## config.mk

```make
export PLATFORM = sky130hd
export DESIGN_NAME = ptp_b
export DESIGN_NICKNAME = d
export VERILOG_FILES = /design/src/rtl/ptp_b.sv
export SDC_FILE = /design/constraint.sdc
export NUM_CORES = 1
export LEC_CHECK = 0
export CORE_MARGIN = 10
export CORE_UTILIZATION = 25
export CTS_CLUSTER_DIAMETER = 150
export DETAILED_ROUTE_END_ITERATION = 8
export HOLD_SLACK_MARGIN = 0.05
export PLACE_DENSITY_LB_ADDON = 0.3
export SKIP_CTS_REPAIR_TIMING = 1
export SYNTH_ARGS = -nofsm -noshare
export SYNTH_HDL_FRONTEND = slang
export SYNTH_SLANG_ARGS = --single-unit
```

## constraint.sdc

```tcl
create_clock -name clock_i -period 1.5 [get_ports clock_i]
set_input_delay 0.375 -clock clock_i [delete_from_list [all_inputs] [get_ports clock_i]]
set_output_delay 0.375 -clock clock_i [all_outputs]
set_load 0.01 [all_outputs]
```

## src/rtl/ptp_b.sv

```systemverilog
// Word-to-byte serialiser: loads one WORD_WIDTH word and emits it MSB-first
// as NUM_BYTES bytes over a valid/ready handshake.
module ptp_b #(
  parameter  int unsigned WORD_WIDTH = 32,
  parameter  int unsigned BYTE_WIDTH = 8,
  localparam int unsigned NUM_BYTES  = WORD_WIDTH / BYTE_WIDTH,
  localparam int unsigned IDX_W      = (NUM_BYTES > 1) ? $clog2(NUM_BYTES) : 1
) (
  input  logic                  clock_i,
  input  logic                  reset_i,
  input  logic                  load_i,
  input  logic [WORD_WIDTH-1:0] value_i,
  input  logic                  ready_i,
  output logic [BYTE_WIDTH-1:0] value_o,
  output logic                  valid_o,
  output logic [IDX_W-1:0]      index_o,
  output logic                  busy_o,
  output logic                  done_o
);

  typedef enum logic {IDLE, SEND} state_t;

  localparam logic [IDX_W-1:0] LAST_IDX = IDX_W'(NUM_BYTES - 1);

  state_t                state, state_n;
  logic [WORD_WIDTH-1:0] shreg, shreg_n;
  logic [IDX_W-1:0]      index, index_n;
  logic                  done, done_n;

  always_ff @(posedge clock_i) begin
    if (reset_i) begin
      state <= IDLE;
      shreg <= '0;
      index <= '0;
      done  <= 1'b0;
    end else begin
      state <= state_n;
      shreg <= shreg_n;
      index <= index_n;
      done  <= done_n;
    end
  end

  // The final handshake also shifts, so the register is drained to zero in IDLE.
  always_comb begin
    state_n = state;
    shreg_n = shreg;
    index_n = index;
    done_n  = 1'b0;
    unique case (state)
      IDLE: begin
        if (load_i) begin
          shreg_n = value_i;
          index_n = '0;
          state_n = SEND;
        end
      end
      SEND: begin
        if (ready_i) begin
          shreg_n = shreg << BYTE_WIDTH;
          if (index == LAST_IDX) begin
            index_n = '0;
            done_n  = 1'b1;
            state_n = IDLE;
          end else begin
            index_n = index + IDX_W'(1);
          end
        end
      end
      default: state_n = IDLE;
    endcase
  end

  assign value_o = shreg[WORD_WIDTH-1 -: BYTE_WIDTH];
  assign valid_o = (state == SEND);
  assign busy_o  = (state == SEND);
  assign index_o = index;
  assign done_o  = done;

endmodule

```

==> results of run 1 <==
layer usage:
layer,vias to the layer above,GRT usage [%],wire [um]
li1,640,-,-
met1,559,9.19,1680
met2,27,12.8,1970
met3,5,4.25,294
met4,0,2.93,55
met5,-,0,0
worst max path at each step:
stage,endpoint
after CTS,busy_o
final,busy_o
after floorplan,shreg[11]$_SDFFE_PP0P_
after global placement,shreg[4]$_SDFFE_PP0P_
after global routing,shreg[1]$_SDFFE_PP0P_
after detailed placement,shreg[4]$_SDFFE_PP0P_
sequential cells by signal, indices dropped and copies added, names as in the netlist:
name / cells
busy_o: 1
done_o: 1
shreg: 32
index_o: 2
final cells by class:
class	instances	area (um2)	area share, %
sequential	36	722	31.3
clock buffer	5	68.8	2.98
tap	77	96.3	4.18
multi-input combinational	100	796	34.5
clock inverter	3	42.5	1.84
timing repair buffer	55	581	25.2
cell usage in the layout (no fill, tap or decap):
| master | netlist | final |
|---|---|---|
| clkinvlp_4 | 0 | 1 |
| a311oi_1 | 1 | 1 |
| a211oi_2 | 20 | 20 |
| and4b_1 | 1 | 1 |
| a32oi_1 | 1 | 1 |
| nor2b_1 | 1 | 1 |
| dfxtp_1 | 36 | 35 |
| nand2_1 | 1 | 1 |
| a21oi_1 | 1 | 1 |
| bufinv_16 | 0 | 1 |
| dlymetal6s2s_1 | 0 | 11 |
| nand3b_1 | 1 | 1 |
| a211oi_1 | 4 | 4 |
| mux2_4 | 1 | 1 |
| a22oi_1 | 8 | 8 |
| clkbuf_8 | 0 | 5 |
| buf_4 | 10 | 5 |
| nor2_1 | 34 | 34 |
| mux2i_1 | 25 | 25 |
| clkinv_2 | 0 | 1 |
| dfxtp_2 | 0 | 1 |
| buf_2 | 3 | 1 |
| clkdlybuf4s50_1 | 0 | 36 |
| buf_12 | 0 | 2 |
| ha_1 | 1 | 1 |
cell families (layout without fill, tap and decap cells):
family / after synthesis / count (layout) / share of synthesized area (%)
AOI/OAI and AO/OA: 35 / 35 / 21.6
and+or+nand+nor: 38 / 38 / 9.23
muxes: 26 / 26 / 15.8
adders and majority gates: 1 / 1 / 0.744
buffers and inverters: 23 / 63 / 9.82
DFF: 36 / 36 / 42.9
where the power goes:
group / switching, uW / internal [uW] / leakage (uW) / total [uW]
clock: 357 / 492 / 0.0000541 / 849
sequential: 38.9 / 1030 / 0.000298 / 1070
combinational: 210 / 253 / 0.000670 / 464
total: 607 / 1780 / 0.00102 / 2380
metrics by stage:
step / instances / cell area (um2) / utilization [%] / hold WS [ps]
global placement: 268 / 2170 / 33.6 / 479
floorplan: 159 / 1680 / - / 465
finish: 276 / 2310 / 35.7 / 451
global route: 276 / 2310 / 35.7 / 462
detailed placement: 268 / 2170 / 33.6 / 483
CTS: 276 / 2280 / 35.3 / 449
==> flow_metrics.env, run 1 <==
export IMPL_status="finished, violations left"
export IMPL_violations="setup timing"
export IMPL_crit_start="busy_o$_SDFF_PP0_"
export IMPL_rsz0062_at_grt="yes"
export IMPL_synthCells=159
export IMPL_period_needed_ps=1600
export IMPL_ant_nets=0
export IMPL_drv_cap=0
export IMPL_hpwl_um=2950
export IMPL_gp_congestion=0.663
export IMPL_rrSetupSlack_ps=160
export IMPL_r2r_cells=5
export IMPL_setup_tns_ps=-299
export IMPL_antenna_found_initial=0
export IMPL_ys_types=20
export IMPL_critPathTopFamily="buffers and inverters"
export IMPL_synth_commonest_cells="dfxtp_1, nor2_1, mux2i_1"
export IMPL_period_share_pct=107
export IMPL_avgViaCountPerCell=4.46
export IMPL_wl_per_cell_um=14.5
export IMPL_core_area_mm2=0.00646
export IMPL_synth_top_cell_area_share_pct=42.9
export IMPL_min_path_type="in -> reg"
export IMPL_grt_pass1_wl_um=6490
export IMPL_drc=0
export IMPL_cts_clk_slew_worst_paths_ps=80
export IMPL_critical_path_required_ps=1120
export IMPL_skew_ps=7.05
export IMPL_layout_drive_gt1_share_pct=19.1
export IMPL_synth_edf_count=0
export IMPL_ios=49
export IMPL_clk_latency_ps=290
export IMPL_max_freq_mhz=626
export IMPL_h_tree_depth=2
export IMPL_diodes=0
export IMPL_async_flop_share_pct=0
export IMPL_path_cells="clkdlybuf4s50_1"
export IMPL_finalWirelength_um=4000
export IMPL_setup_violations=10
export IMPL_slew_violations=0
export IMPL_regToRegEndpoint="shreg[1]$_SDFFE_PP0P_"
export IMPL_grt_pass1_vias=1272
export IMPL_worstSetupPathType="reg -> out"
export IMPL_worst_pin_slew_ps=637
export IMPL_rr_startpoint="busy_o$_SDFF_PP0_"
export IMPL_avgSynthCellArea_um2=10.6
export IMPL_path_depth=1
export IMPL_ys_warn_count=0
export IMPL_first_pass_iters=4
export IMPL_via_count=1231
export IMPL_cts_tree="built"
export IMPL_slew_headroom_pct=57.4
export IMPL_seq_area_frac_synth_pct=42.9
export IMPL_die_x_um=102
export IMPL_syn_nets=196
export IMPL_finalHoldViolCount=0
export IMPL_ir_drop_uv=308
export IMPL_path_buf_inv=1
export IMPL_ys_seq_elements=36
export IMPL_cp_end_kind="output pin"
export IMPL_power_density_mw_per_mm2=1030
export IMPL_drt_iter0_drc=72
export IMPL_area_growth_syn_to_layout_pct=37.1
export IMPL_netlist_area_mm2=0.00168
export IMPL_grt_usage_pct=8.12
export IMPL_dpl_worst_slack_ps=-279
export IMPL_grt_overflow=0
export IMPL_hold_path_endpoint="shreg[6]$_SDFFE_PP0P_"
export IMPL_synth_most_common_cell="dfxtp_1"
export IMPL_total_leakage_power_uw=0.00102
export IMPL_crit_path_top_delay_cell="clkdlybuf4s50_1"
export IMPL_fin_nets=235
export IMPL_post_route_worst_setup_slack_ps=-98.1
export IMPL_root_buffer="clkbuf_8"
export IMPL_fin_total_pwr_uw=2380
export IMPL_grt_max_degree=35
export IMPL_num_rows=29
export IMPL_slowest_delay_ps=550
export IMPL_whs_path_depth=2
export IMPL_path_max_fanout=6
export IMPL_worstSetupStartpointType="register"
export IMPL_portBuffers=48
export IMPL_ys_top_cells_by_area="dfxtp_1, a211oi_2, mux2i_1"
export IMPL_clockBufferDepth=2
export IMPL_start_util_pct=26.0
export IMPL_arrival_ps=1220
export IMPL_die_area_mm2=0.0104
export IMPL_clock_sinks=36
export IMPL_fillers=683
export IMPL_yosysTopAreaCell="dfxtp_1"
export IMPL_hold_start="reset_i"
export IMPL_cts_buffers=5
export IMPL_synth_flop_cell="dfxtp_1"
export IMPL_die_y_um=102
(Power assumes the default switching activity.)
==> run 2: changes to the inputs <==
--- a/config.mk
+++ b/config.mk
@@ -5,6 +5,7 @@
 export SDC_FILE = /design/constraint.sdc
 export NUM_CORES = 1
 export LEC_CHECK = 0
+export CAP_MARGIN = 20
 export CORE_MARGIN = 10
 export CORE_UTILIZATION = 25
 export CTS_CLUSTER_DIAMETER = 150
==> results of run 2 <==
No change in the layout: final DEF, timing and power equal those of run 1.
